`src/rtl/seven_seg_scanner_if.sv`:
```
// seven_seg_scanner_if: bundles the display request and drive signals of
// seven_seg_scanner.
//   master : en, load, value, dp, blank, lzs out; AN, SEG, DP in
//   slave  : the scanner itself (inverse directions)
// value packs one nibble per digit, digit 0 in bits 3:0. AN, SEG and DP are
// active-low (common-anode display), SEG[0]=a .. SEG[6]=g.
interface seven_seg_scanner_if #(
  parameter int unsigned DIGITS = 4
);
  logic                  en;
  logic                  load;
  logic [4*DIGITS-1:0]   value;
  logic [DIGITS-1:0]     dp;
  logic [DIGITS-1:0]     blank;
  logic                  lzs;
  logic [DIGITS-1:0]     AN;
  logic [6:0]            SEG;
  logic                  DP;

  modport master (
    output en, load, value, dp, blank, lzs,
    input  AN, SEG, DP
  );

  modport slave (
    input  en, load, value, dp, blank, lzs,
    output AN, SEG, DP
  );
endinterface

```
`src/rtl/seven_seg_scanner.sv`:
```
// seven_seg_scanner: time-multiplexed common-anode seven-segment driver.
// Captures value/dp/blank/lzs into shadow registers on load, then scans one
// digit per PRESCALE enabled cycles, with hex decode, per-digit blanking and
// leading-zero suppression. All outputs are registered.
//   clk  : system clock, rising edge
//   rst  : synchronous active-high reset
//   bus  : seven_seg_scanner_if slave (request inputs, AN/SEG/DP outputs)
module seven_seg_scanner #(
  parameter int unsigned DIGITS   = 4,
  parameter int unsigned PRESCALE = 100000
) (
  input logic                clk,
  input logic                rst,
  seven_seg_scanner_if.slave bus
);
  localparam int unsigned   IW       = (DIGITS > 1) ? $clog2(DIGITS) : 1;
  localparam int unsigned   CW       = (PRESCALE > 1) ? $clog2(PRESCALE) : 1;
  localparam logic [CW-1:0] CNT_LAST = CW'(PRESCALE - 1);
  localparam logic [IW-1:0] IDX_LAST = IW'(DIGITS - 1);

  logic [4*DIGITS-1:0] value_q;
  logic [DIGITS-1:0]   dp_q;
  logic [DIGITS-1:0]   blank_q;
  logic                lzs_q;

  logic [CW-1:0]       count_q, count_d;
  logic [IW-1:0]       idx_q, idx_d;
  logic                tick;

  logic [DIGITS-1:0]   an_q, an_d;
  logic [6:0]          seg_q, seg_d;
  logic                dp_out_q, dp_out_d;

  logic [3:0]          sel_nib;
  logic                sel_dp;
  logic                sel_blank;
  logic                sel_valid;
  logic                upper_zero;
  logic                suppressed;

  function automatic logic [6:0] hex7(input logic [3:0] n);
    case (n)
      4'h0: hex7 = 7'h40;
      4'h1: hex7 = 7'h79;
      4'h2: hex7 = 7'h24;
      4'h3: hex7 = 7'h30;
      4'h4: hex7 = 7'h19;
      4'h5: hex7 = 7'h12;
      4'h6: hex7 = 7'h02;
      4'h7: hex7 = 7'h78;
      4'h8: hex7 = 7'h00;
      4'h9: hex7 = 7'h10;
      4'hA: hex7 = 7'h08;
      4'hB: hex7 = 7'h03;
      4'hC: hex7 = 7'h46;
      4'hD: hex7 = 7'h21;
      4'hE: hex7 = 7'h06;
      default: hex7 = 7'h0E;
    endcase
  endfunction

  // Prescaler and digit index; both freeze while en is low.
  always_comb begin
    tick    = bus.en && (count_q == CNT_LAST);
    count_d = count_q;
    idx_d   = idx_q;
    if (tick) begin
      count_d = '0;
      idx_d   = (idx_q == IDX_LAST) ? '0 : idx_q + 1'b1;
    end else if (bus.en) begin
      count_d = count_q + 1'b1;
    end
  end

  // Output decode for the current idx. An idx outside 0..DIGITS-1 never
  // matches the select loop, so sel_valid stays low and the display is dark.
  always_comb begin
    an_d       = '1;
    seg_d      = 7'h7F;
    dp_out_d   = 1'b1;
    sel_nib    = 4'h0;
    sel_dp     = 1'b0;
    sel_blank  = 1'b1;
    sel_valid  = 1'b0;
    upper_zero = 1'b1;
    for (int unsigned k = 0; k < DIGITS; k++) begin
      if (idx_q == IW'(k)) begin
        sel_valid = 1'b1;
        sel_nib   = value_q[4*k +: 4];
        sel_dp    = dp_q[k];
        sel_blank = blank_q[k];
      end
      // Suppression needs this digit and every more significant one zero.
      if ((k >= 32'(idx_q)) && (value_q[4*k +: 4] != 4'h0))
        upper_zero = 1'b0;
    end
    suppressed = lzs_q && (idx_q != '0) && upper_zero;
    if (bus.en && sel_valid && !sel_blank && !suppressed) begin
      an_d     = ~(DIGITS'(1) << idx_q);
      seg_d    = hex7(sel_nib);
      dp_out_d = ~sel_dp;
    end
  end

  always_ff @(posedge clk) begin
    if (rst) begin
      value_q  <= '0;
      dp_q     <= '0;
      blank_q  <= '0;
      lzs_q    <= 1'b0;
      count_q  <= '0;
      idx_q    <= '0;
      an_q     <= '1;
      seg_q    <= 7'h7F;
      dp_out_q <= 1'b1;
    end else begin
      if (bus.load) begin
        value_q <= bus.value;
        dp_q    <= bus.dp;
        blank_q <= bus.blank;
        lzs_q   <= bus.lzs;
      end
      count_q  <= count_d;
      idx_q    <= idx_d;
      an_q     <= an_d;
      seg_q    <= seg_d;
      dp_out_q <= dp_out_d;
    end
  end

  assign bus.AN  = an_q;
  assign bus.SEG = seg_q;
  assign bus.DP  = dp_out_q;
endmodule
```
`src/flat_wrapper.sv`:
```
// flat-port wrapper written by rule: the top's interface ports become plain ports
module seven_seg_scanner_flat 
#(
  parameter int unsigned DIGITS   = 4,
  parameter int unsigned PRESCALE = 100000
)
  (clk, rst, bus_en, bus_load, bus_value, bus_dp, bus_blank, bus_lzs, bus_AN, bus_SEG, bus_DP);
  seven_seg_scanner_if #(.DIGITS(DIGITS)) bus_i ();
  input logic clk;
  input logic rst;
  input wire logic [$bits(bus_i.en)-1:0] bus_en;
  input wire logic [$bits(bus_i.load)-1:0] bus_load;
  input wire logic [$bits(bus_i.value)-1:0] bus_value;
  input wire logic [$bits(bus_i.dp)-1:0] bus_dp;
  input wire logic [$bits(bus_i.blank)-1:0] bus_blank;
  input wire logic [$bits(bus_i.lzs)-1:0] bus_lzs;
  output wire logic [$bits(bus_i.AN)-1:0] bus_AN;
  output wire logic [$bits(bus_i.SEG)-1:0] bus_SEG;
  output wire logic [$bits(bus_i.DP)-1:0] bus_DP;
  assign bus_i.en = bus_en;
  assign bus_i.load = bus_load;
  assign bus_i.value = bus_value;
  assign bus_i.dp = bus_dp;
  assign bus_i.blank = bus_blank;
  assign bus_i.lzs = bus_lzs;
  assign bus_AN = bus_i.AN;
  assign bus_SEG = bus_i.SEG;
  assign bus_DP = bus_i.DP;
  seven_seg_scanner #(.DIGITS(DIGITS), .PRESCALE(PRESCALE)) u_core (.clk(clk), .rst(rst), .bus(bus_i));
endmodule
```
`config.mk`:
```
export PLATFORM = sky130hd
export DESIGN_NAME = seven_seg_scanner_flat
export DESIGN_NICKNAME = d
export VERILOG_FILES = /design/src/rtl/seven_seg_scanner_if.sv /design/src/rtl/seven_seg_scanner.sv /design/src/flat_wrapper.sv
export SDC_FILE = /design/constraint.sdc
export NUM_CORES = 1
export LEC_CHECK = 0
export ABC_AREA = 1
export CORE_ASPECT_RATIO = 2
export CORE_UTILIZATION = 45
export CTS_CLUSTER_SIZE = 40
export DETAILED_ROUTE_END_ITERATION = 8
export GPL_ROUTABILITY_DRIVEN = 0
export PLACE_DENSITY_LB_ADDON = 0.15
export RECOVER_POWER = 25
export SYNTH_ARGS = -nofsm -noshare
export SYNTH_HDL_FRONTEND = slang
export SYNTH_SLANG_ARGS = --single-unit
```
`constraint.sdc`:
```
create_clock -name clk -period 3.9 [get_ports clk]
set_input_delay 0.39 -clock clk [delete_from_list [all_inputs] [get_ports clk]]
set_output_delay 0.39 -clock clk [all_outputs]
set_load 0.01 [all_outputs]
```
# ---- Word-level counts from Yosys, hierarchy flattened
# Memory sizes are Yosys's and may differ from the RTL's. A register that Yosys moved wholly into a read port is not among the register bits.
# Cells that the tools add are included.
# W data, S select, Z words.
dict set report word_totals {
  register_bits 49
  rom_bits 112
  out_inout_bits 12
  wordCells 62
  n_memories 1
}
dict set report classes {
  addsub 2
  n_lt_le_gt_ge 3
  n_eq_ne 4
  shift 1
  muxes 21
  n_bitwise 3
  n_reduce_logical 19
}
# name depth word_bits rd rd_ports_with_merged_regs wr line_no
set memory_table {}
lappend memory_table {{(name not given)} 16 7 1 1 0 seven_seg_scanner.sv:42} ;# case (n)
# cell n
set ops {}
lappend ops {{$add A17 B1 Y17 const B} 1}
lappend ops {{$eq A17 B17 Y1 const B} 1}
lappend ops {{$mux W1} 16}
lappend ops {{$mux W4} 4}
lappend ops {{$reduce_bool A4 Y1} 4}
lappend ops {{$logic_and A1 B1 Y1} 9}
lappend ops {{$eq A2 B2 Y1 const B} 2}
lappend ops {{$ge A1 B2 Y1 const A} 2}
lappend ops {{$not A4 Y4} 1}
lappend ops {{$reduce_or A2 Y1} 2}
lappend ops {{$shl A1 B2 Y4 const A} 1}
lappend ops {{$add A2 B1 Y2 const B} 1}
lappend ops {{$eq A2 B1 Y1 const B} 1}
lappend ops {{$ge A2 B2 Y1 const A} 1}
lappend ops {{$logic_not A1 Y1} 2}
lappend ops {{$logic_not A2 Y1} 1}
lappend ops {{$mux W2} 1}
lappend ops {{$not A1 Y1} 2}
lappend ops {{$reduce_bool A2 Y1} 1}

# ---- Longest topological paths before layout
# Gate-level depths: netlist (run 1).
dict set report depth {
  ltp_word 11
  depth_mapped 15
}

# ---- Worst setup path after synthesis (run 1)
# OpenSTA, ideal clock, no wires.
dict set report synth_timing {
  path_kind {register to register}
  start {register u_core.idx_q[0]}
  end {register u_core.seg_q[0] (netlist: u_core.bus.SEG[0])}
  setup_ps 125
  arrival_ps 1770
  t_required_ps 3775
  slack_ps 2005
  path_stages_with_launch 13
  n_path_buf 1
  period_less_slack_ps 1895
  path_cell_list {dfxtp_1 -> inv_1 -> ha_1 -> buf_4 -> a21oi_1 -> nand2_1 -> a21boi_2 -> inv_1 -> ha_1 -> inv_1 -> nand3_1 -> nand3_1 -> nand3_1}
}
dict set report synth_between {
  elab_chain_len 11
  elab_cells_between_ends 36
}
# element line_no
set synth_rtl {}
lappend synth_rtl {{from (decl)} seven_seg_scanner.sv:27} ;# logic [IW-1:0] idx_q, idx_d;
lappend synth_rtl {{from (signal assigned)} seven_seg_scanner.sv:124} ;# idx_q <= idx_d;
lappend synth_rtl {{$ge A1 B2 Y1} seven_seg_scanner.sv:94} ;# if ((k >= 32'(idx_q)) && (value_q[4*k +: 4] != 4'h0))
lappend synth_rtl {{$logic_and A1 B1 Y1} seven_seg_scanner.sv:94}
lappend synth_rtl {{$mux W1 (4 in series)} seven_seg_scanner.sv:94}
lappend synth_rtl {{$logic_and A1 B1 Y1} seven_seg_scanner.sv:97} ;# suppressed = lzs_q && (idx_q != '0) && upper_zero;
lappend synth_rtl {{$logic_not A1 Y1} seven_seg_scanner.sv:98} ;# if (bus.en && sel_valid && !sel_blank && !suppressed) begin
lappend synth_rtl {{$logic_and A1 B1 Y1} seven_seg_scanner.sv:98}
lappend synth_rtl {{$not A1 Y1 (no source line)} --}
lappend synth_rtl {{$reduce_or A2 Y1 (no source line)} --}
lappend synth_rtl {{to (decl)} seven_seg_scanner.sv:31} ;# logic [6:0] seg_q, seg_d;
# Several ways; a longest one is shown, not always the timed one.
# A chain may end at the register's enable or synchronous reset.

# ---- Final worst setup path (run 1)
dict set report layout_timing {
  start {register u_core.idx_q[1]}
  end {register u_core.seg_q[0] (netlist: u_core.bus.SEG[0])}
}
# Same word-level chain as after synthesis.

==> flow_summary.json, run 1 <==
{
  "peakVddDrop_mv": 0.227,
  "critical-path-top-delay-family": "adder cells",
  "p_leak_nw": 1.42,
  "endpoint_kind": "flip-flop",
  "ios": 41,
  "overflow": 0,
  "start_util": 0.463,
  "regArea_um2": 1120,
  "fp.dieW_um": 57.6,
  "cap_violations": 0,
  "drt_first_pass_iters": 8,
  "relSlewSlack": 0.456,
  "vias": 2554,
  "cts_tree": "done",
  "final_cell_mix": "93 x nand2_1, 89 x nor2_1, 56 x dfxtp_1",
  "fin_util": 0.558,
  "synth.top_cell.area_share": 0.403,
  "ys_ff_latch": 56,
  "fin_skew_ps": 4.84,
  "wl_um": 6420,
  "cp_data_arrival_time_ps": 2490,
  "root_buffer": "clkbuf_16",
  "multiInputGateArea_um2": 1470,
  "drv_slew": 0,
  "wl_per_cell_um": 12.9,
  "violations": "design-rule violations",
  "final_common_cell": "nand2_1",
  "num_rows": 40,
  "fin_ws_ps": 1580,
  "cts_buffers": 5,
  "viasPerCell": 5.13,
  "status": "finished, violations left",
  "cp_cell_sequence": "ha_1 > inv_1 > nor2_1 > nor2_1 > a21boi_2 > inv_1 > ha_1 > inv_1 > nand3_1 > nand3_1 > nand3_1",
  "clkSinkCount": 56,
  "cp.buffers_inverters": 3,
  "synthFlopType": "dfxtp_1",
  "yosys.area.top_type": "dfxtp_1",
  "cts_setup_buffers": 0,
  "antenna_found_initial": 0,
  "fmax_mhz": 432,
  "highest_layer": "met4",
  "track_usage": 0.215,
  "slowest_stage": "ha_1",
  "wl_met1_um": 2300,
  "grt_max_degree": 30,
  "fin_hold_ws_ps": 469,
  "power_mw": 1.25,
  "fp.dieH_um": 113,
  "avgSynthCellArea_um2": 6.99,
  "period_needed_ps": 2320,
  "io_buffers": 40,
  "dp_hpwl_um": 5060,
  "tns_ps": 0,
  "period_share": 0.594,
  "first_iter_violations": 111,
  "cp-start-kind": "flip-flop",
  "cts_buffer_depth": 2,
  "drive_above_1_share": 0.0552,
  "fillers": 590,
  "diodes": 0,
  "syn_inst": 398,
  "cts_resized": 0,
  "synth_cell_type_count": 34,
  "cpPeakStageDelay_ps": 450,
  "synth_edf_count": 0,
  "async_flop_share": 0,
  "path_max_fanout": 11,
  "ctsHoldBuffers": 0,
  "wl_met3_um": 123,
  "synth_area_um2": 2780,
  "rsz0062_at_grt": "false",
  "drc_errors": 2,
  "syn2layout_area_growth_pct": 20.6,
  "crit_type": "flip-flop to flip-flop",
  "clk_pin_slew_ps": 70,
  "cts_max_level": 2,
  "core_area_um2": 6010,
  "first_global_vias": 2450,
  "yosysSeqAreaShare": 0.403,
  "crit_required_ps": 4080,
  "clk_latency_ps": 300,
  "dp_worst_setup_slack_ps": 1530,
  "met2_length_um": 3820,
  "postRouteAntennaNets": 0,
  "fin_nets": 474,
  "grt_pass1_wl_um": 10800,
  "powerDensity_nw_per_um2": 371,
  "worstMarginPinSlew_ps": 815,
  "hold_violations": 0,
  "hp-class": "flip-flop to flip-flop",
  "dieArea_um2": 6520,
  "setup-violations-final": 0,
  "ys_warn_count": 0,
  "synth_nets": 438,
  "synth_area_leaders": "dfxtp_1 40%, nand2_1 12%, nor2_1 12%, o21ai_0 5.2%, ha_1 5.0%"
}
## routing by layer
| layer | GRT usage | vias to the layer above |
|---|---|---|
| li1 | - | 1329 |
| met1 | 0.197 | 1172 |
| met2 | 0.437 | 40 |
| met3 | 0.0297 | 13 |
| met4 | 0.0943 | 0 |
| met5 | 0 | - |
## area by class of cell
class / count / area share
clock buffer: 6 / 0.0384
multi-input combinational: 299 / 0.438
sequential: 56 / 0.334
clock inverter: 2 / 0.0105
inverter: 32 / 0.0358
timing repair buffer: 40 / 0.119
tap: 63 / 0.0235
## tightest hold or removal path, cell delays in order (launching register included)
cell and delay (ps):
dfxtp_1 300, inv_1 60, a21oi_1 60
## metrics by stage
stage	cells	instance area (um2)
final	498	3350
after global routing	498	3350
after CTS	498	3370
after detailed placement	490	3200
after global placement	490	3200
after floorplan	398	2780
## kinds of logic after synthesis
kind of cell	after synthesis	share of synthesized area
simple gates	223	0.346
xor+xnor	6	0.0189
buf+inv	43	0.0635
flops	56	0.403
fa+ha+maj	11	0.0495
compound gates	59	0.119
## power breakdown
group | switching (mW) | leakage (nW) | internal (mW)
Clock | 0.195 | 0.0808 | 0.302
Combinational | 0.0717 | 0.878 | 0.0630
Sequential | 0.0157 | 0.460 | 0.597
## worst paths after layout
check	endpoint	slack [ps]	cells past startpoint	from
max reg2reg	u_core.bus.SEG[0]$_SDFF_PP1_	1580	11	u_core.idx_q[1]$_SDFFE_PP0P_
min reg2reg	u_core.lzs_q$_SDFFE_PP0P_	470	2	u_core.lzs_q$_SDFFE_PP0P_
max	u_core.bus.SEG[0]$_SDFF_PP1_	1580	11	u_core.idx_q[1]$_SDFFE_PP0P_
min	u_core.lzs_q$_SDFFE_PP0P_	470	2	u_core.lzs_q$_SDFFE_PP0P_
## sequential cells by signal, summed over array words and instances (netlist names)
signal / count
u_core.blank_q: 4
u_core.bus.SEG: 7
u_core.bus.AN: 4
u_core.lzs_q: 1
u_core.value_q: 16
u_core.bus.DP: 1
u_core.count_q: 17
u_core.idx_q: 2
u_core.dp_q: 4
## synthesized netlist by cell type, types with 2 or more instances
| library cell | n |
|---|---|
| nor2_4 | 2 |
| nand3_2 | 2 |
| xor2_1 | 2 |
| ha_1 | 11 |
| or2_2 | 2 |
| a21oi_1 | 23 |
| nand2_1 | 92 |
| or2_0 | 4 |
| nand3_1 | 21 |
| buf_2 | 3 |
| clkbuf_1 | 6 |
| o21ai_0 | 29 |
| nor2_1 | 88 |
| dfxtp_1 | 56 |
| inv_1 | 30 |
| a21oi_2 | 2 |
| xnor2_1 | 4 |
| nand4_1 | 2 |
| nand2_2 | 3 |
| inv_2 | 2 |
(Power assumes the default switching activity.)
==> run 2: changes to the inputs <==
- clock period: 3.9 -> 2.1 ns (I/O delays scaled with it)
==> flow_summary.json, run 2 (synthesis gave the netlist of run 1 again) <==
{
  "path_max_fanout": 7,
  "fmax_mhz": 516,
  "reg2reg_setup_slack_ps": 160,
  "final_cell_mix": "92 x nand2_1, 88 x nor2_1, 54 x dfxtp_1",
  "endpoint_kind": "flip-flop",
  "antenna_found_initial": 0,
  "drt_first_pass_iters": 9,
  "cts_buffer_depth": 2,
  "fillers": 596,
  "ctsHoldBuffers": 0,
  "cts_tree": "done",
  "ios": 41,
  "clkSinkCount": 56,
  "cp-startpoint": "u_core.idx_q[0]$_SDFFE_PP0P_",
  "dp_worst_setup_slack_ps": 40.1,
  "cp_data_arrival_time_ps": 2130,
  "hold_violations": 0,
  "overflow": 0,
  "switchingPower_mw": 0.545,
  "critical_path.endpoint": "u_core.bus.SEG[1]$_SDFF_PP1_",
  "num_rows": 40,
  "postRouteAntennaNets": 0,
  "powerDensity_nw_per_um2": 678,
  "hp-class": "flip-flop to flip-flop",
  "dp_hpwl_um": 5460,
  "drive_above_1_share": 0.0966,
  "cts_buffers": 5,
  "drv_slew": 0,
  "relSlewSlack": 0.482,
  "final_common_cell": "nand2_1",
  "fin_skew_ps": 6.22,
  "p_int_mw": 1.80,
  "cts_max_level": 2,
  "tns_ps": 0,
  "root_buffer": "clkbuf_16",
  "crit_type": "flip-flop to flip-flop",
  "viasPerCell": 5.10,
  "swShare": 0.233,
  "fin_nets": 484,
  "grt_max_degree": 22,
  "p_leak_nw": 1.48,
  "violations": "design-rule violations",
  "cp-start-kind": "flip-flop",
  "diodes": 0,
  "fp.dieH_um": 113,
  "power_mw": 2.34,
  "period_share": 0.922,
  "start_util": 0.463,
  "io_buffers": 40,
  "dpl.cell_count": 498,
  "reg2reg_depth": 12,
  "vias": 2593,
  "crit_required_ps": 2290,
  "core_area_um2": 6010,
  "peakVddDrop_mv": 0.510,
  "fin_ws_ps": 163,
  "fin_hold_ws_ps": 484,
  "wl_per_cell_um": 13.5,
  "wl_um": 6850,
  "first_iter_violations": 124,
  "period_needed_ps": 1940,
  "clk_latency_ps": 290,
  "cap_violations": 0,
  "status": "finished, violations left",
  "track_usage": 0.233,
  "first_global_vias": 2708,
  "dieArea_um2": 6520,
  "drc_errors": 1,
  "fin_cells": 508,
  "setup-violations-final": 0,
  "syn2layout_area_growth_pct": 24.1,
  "regMostFlops": "u_core.count_q",
  "p_clk_frac": 0.400,
  "p_seq_frac": 0.487,
  "power.share.combinational": 0.113,
  "worstMarginPinSlew_ps": 777,
  "largest_reg_flops": 17,
  "fp.dieW_um": 57.6,
  "grt_pass1_wl_um": 11500,
  "r2r-end": "u_core.bus.SEG[1]$_SDFF_PP1_",
  "clk_pin_slew_ps": 70,
  "r2r-start": "u_core.idx_q[0]$_SDFFE_PP0P_"
}
run 2: cell count changes in the layout (fill, tap and decap cells not counted), moves of 2 or more:
| cell | change |
|---|---|
| dlygate4sd3_1 | -11 |
| clkdlybuf4s50_1 | +11 |
| dfxtp_1 | -2 |
| dfxtp_2 | +2 |
| buf_4 | +8 |
| ha_2 | +4 |
| ha_1 | -4 |
run 2: worst min-delay path by stage:
stage / depth (start not counted) / end / slack [ps] / start
global route: 2 / u_core.value_q[11]$_SDFFE_PP0P_ / 510 / u_core.value_q[11]$_SDFFE_PP0P_
finish: 2 / u_core.lzs_q$_SDFFE_PP0P_ / 480 / u_core.lzs_q$_SDFFE_PP0P_
CTS: 2 / u_core.value_q[11]$_SDFFE_PP0P_ / 490 / u_core.value_q[11]$_SDFFE_PP0P_
detailed placement: 2 / u_core.value_q[4]$_SDFFE_PP0P_ / 470 / u_core.value_q[4]$_SDFFE_PP0P_
global placement: 2 / u_core.value_q[4]$_SDFFE_PP0P_ / 470 / u_core.value_q[4]$_SDFFE_PP0P_
floorplan: 2 / u_core.value_q[0]$_SDFFE_PP0P_ / 340 / bus_value[0]
run 2: what timing repair did:
action / CTS / global route
setup endpoints to repair: 0 / 7
gates resized for setup: 0 / 7
setup buffers: 0 / 2
run 2: worst max-delay path, cell delays in order (launching register included):
cell,delay (ps)
dfxtp_2,350
inv_1,110
ha_2,260
inv_1,90
nor2_1,90
nor2_1,50
a21boi_2,210
buf_4,150
ha_1,240
nand3_1,90
nor2_1,40
nor2_1,110
nand2_1,50
run 2: area by class of cell:
type                    count  area [um2]  area share
multi-input cells         299        1490       0.433
flip-flops and latches     56        1120       0.326
repair buffers             50         468       0.136
clock buffers               5         125      0.0363
inverters                  32         120      0.0348
well taps                  63        78.8      0.0228
clock inverters             3        42.5      0.0123
run 2: routing by layer:
| metal | vias up | share of wire | track usage |
|---|---|---|---|
| li1 | 1347 | - | - |
| met1 | 1174 | 0.33 | 0.187 |
| met2 | 45 | 0.59 | 0.472 |
| met3 | 27 | 0.027 | 0.0423 |
| met4 | 0 | 0.058 | 0.151 |
| met5 | - | 0 | 0 |
run 2: per-stage QoR:
stage / cell area (um2) / utilization
2_1_floorplan: 2780 / -
3_3_place_gp: 3280 / 0.545
3_5_place_dp: 3280 / 0.545
4_1_cts: 3440 / 0.573
5_1_grt: 3450 / 0.575
6_report: 3450 / 0.575
run 2: power groups by stage:
stage	Clock [mW]	Combinational [mW]	Sequential, mW
4_1_cts	0.952	0.268	1.14
5_1_grt	0.993	0.299	1.14
3_3_place_gp	0	0.263	1.16
2_1_floorplan	0	0.146	1.16
6_report	0.937	0.264	1.14
3_5_place_dp	0	0.266	1.16
==> run 3: changes to the inputs <==
- CAP_MARGIN: unset -> 20
- CORE_ASPECT_RATIO: 2 -> 1.25
==> flow_summary.json, run 3 (synthesis gave the netlist of run 1 again) <==
{
  "status": "complete, no violations",
  "syn2layout_area_growth_pct": 24.6,
  "final_common_cell": "nand2_1",
  "wl_um": 6060,
  "grt_pass1_wl_um": 10500,
  "clkSinkCount": 56,
  "first_global_vias": 2420,
  "worstMarginPinSlew_ps": 1040,
  "p_leak_nw": 1.49,
  "hp-class": "input pin to flip-flop",
  "start_util": 0.472,
  "crit_type": "flip-flop to flip-flop",
  "path_max_fanout": 7,
  "largest_reg_flops": 17,
  "cts_tree": "done",
  "cts_buffer_depth": 2,
  "vias": 2528,
  "fin_cells": 531,
  "fin_nets": 488,
  "p_int_mw": 1.66,
  "cap_violations": 0,
  "ctsHoldBuffers": 0,
  "first_iter_violations": 109,
  "switchingPower_mw": 0.506,
  "stdcell_area_um2": 3460,
  "fp.dieW_um": 72.3,
  "peakVddDrop_mv": 0.386,
  "clk_latency_ps": 310,
  "core_area_um2": 5900,
  "critical-path-top-delay-family": "adder cells",
  "dieArea_um2": 6500,
  "drive_above_1_share": 0.102,
  "power.share.combinational": 0.121,
  "num_rows": 31,
  "period_share": 0.936,
  "drt_first_pass_iters": 4,
  "diodes": 0,
  "antenna_found_initial": 0,
  "cp_cell_sequence": "inv_1 > ha_1 > inv_1 > nor2_1 > nor2_1 > a21boi_2 > buf_4 > ha_1 > nand3_1 > nor2_1 > nor2_1 > nand2_1",
  "io_buffers": 40,
  "regMostFlops": "u_core.count_q",
  "fmax_mhz": 509,
  "dpl.cell_count": 517,
  "slowest_stage": "dfxtp_2",
  "cpPeakStageDelay_ps": 380,
  "ios": 41,
  "drc_errors": 0,
  "cts_buffers": 5,
  "crit_required_ps": 2300,
  "dpl_cell_area_um2": 3290,
  "relSlewSlack": 0.307,
  "viasPerCell": 4.76,
  "powerDensity_nw_per_um2": 625,
  "overflow": 0,
  "period_needed_ps": 1960,
  "swShare": 0.233,
  "fin_skew_ps": 4.90,
  "setup-violations-final": 0,
  "cts_max_level": 2,
  "final_cell_mix": "91 x nand2_1, 88 x nor2_1, 54 x dfxtp_1",
  "grt_max_degree": 29,
  "crit_top_cell": "nor2_1",
  "track_usage": 0.201,
  "p_clk_frac": 0.353,
  "root_buffer": "clkbuf_8",
  "power_mw": 2.17,
  "wl_per_cell_um": 11.4,
  "postRouteAntennaNets": 0,
  "cp-start-kind": "flip-flop",
  "clk_pin_slew_ps": 100,
  "p_seq_frac": 0.526,
  "cp.buffers_inverters": 3,
  "endpoint_kind": "flip-flop",
  "drv_slew": 0,
  "fp.dieH_um": 89.9,
  "dp_hpwl_um": 4480,
  "hold_violations": 0,
  "cp_data_arrival_time_ps": 2170
}
## run 3: cell count changes in the layout (fill, tap and decap cells not counted)
cell / previous run / this run
clkdlybuf4s50_1: 38 / 39
clkinvlp_4: 1 / 0
clkinv_2: 1 / 0
ha_1: 7 / 9
dlygate4sd3_1: 2 / 1
clkbuf_8: 0 / 7
ha_2: 4 / 2
clkbuf_1: 2 / 1
inv_2: 3 / 2
nand2_2: 3 / 4
nand2_1: 92 / 91
buf_4: 8 / 13
clkbuf_16: 5 / 0
inv_1: 29 / 30
## run 3: final timing paths
path	slack, ps	cells past startpoint	start	end
worst max-delay path	140	12	u_core.idx_q[0]$_SDFFE_PP0P_	u_core.bus.SEG[1]$_SDFF_PP1_
worst min-delay path	480	3	bus_value[7]	u_core.value_q[7]$_SDFFE_PP0P_
worst max register to register	140	12	u_core.idx_q[0]$_SDFFE_PP0P_	u_core.bus.SEG[1]$_SDFF_PP1_
worst min register to register	500	2	u_core.count_q[15]$_SDFFE_PP0P_	u_core.count_q[15]$_SDFFE_PP0P_
## run 3: cell type report
type	instances	area (um2)
Clock buffer	7	96.3
Clock inverter	1	30.0
Fill cell	589	2430
Inverter	32	120
Multi-Input combinational cell	299	1490
Sequential cell	56	1120
Tap cell	82	103
Timing Repair Buffer	54	502
## run 3: worst min-delay path, cell delays in order
cell and delay (ps):
clkdlybuf4s50_1 400, nor2_1 100, nor2_1 50
## run 3: what timing repair did
| action | 4_1_cts | 5_1_grt |
|---|---|---|
| setup buffers | 0 | 6 |
| resized for setup | 0 | 5 |
| endpoints found under the setup margin | 0 | 7 |
## run 3: power by group through the flow
stage	sequential (mW)	clock (mW)	combinational, mW
CTS	1.14	0.783	0.261
floorplan	1.16	0	0.146
finish	1.14	0.764	0.263
global placement	1.16	0	0.256
detailed placement	1.16	0	0.258
global route	1.15	0.819	0.298
## run 3: routing by layer
layer | wire (um) | vias to the layer above | global-route usage
met5 | 0 | - | 0
met4 | 125 | 0 | 0.0621
met3 | 149 | 12 | 0.0336
met2 | 3130 | 37 | 0.368
met1 | 2660 | 1130 | 0.230
li1 | - | 1349 | -
## run 3: stage by stage
| stage | setup slack, ps | util | hold WS, ps | TNS (ps) |
|---|---|---|---|---|
| after floorplan | 205 | - | 345 | 0 |
| after global placement | 101 | 0.558 | 470 | 0 |
| after detailed placement | 63.7 | 0.558 | 478 | 0 |
| after CTS | 25.1 | 0.579 | 475 | 0 |
| after global routing | -8.62 | 0.588 | 477 | -8.62 |
| final | 135 | 0.588 | 477 | 0 |
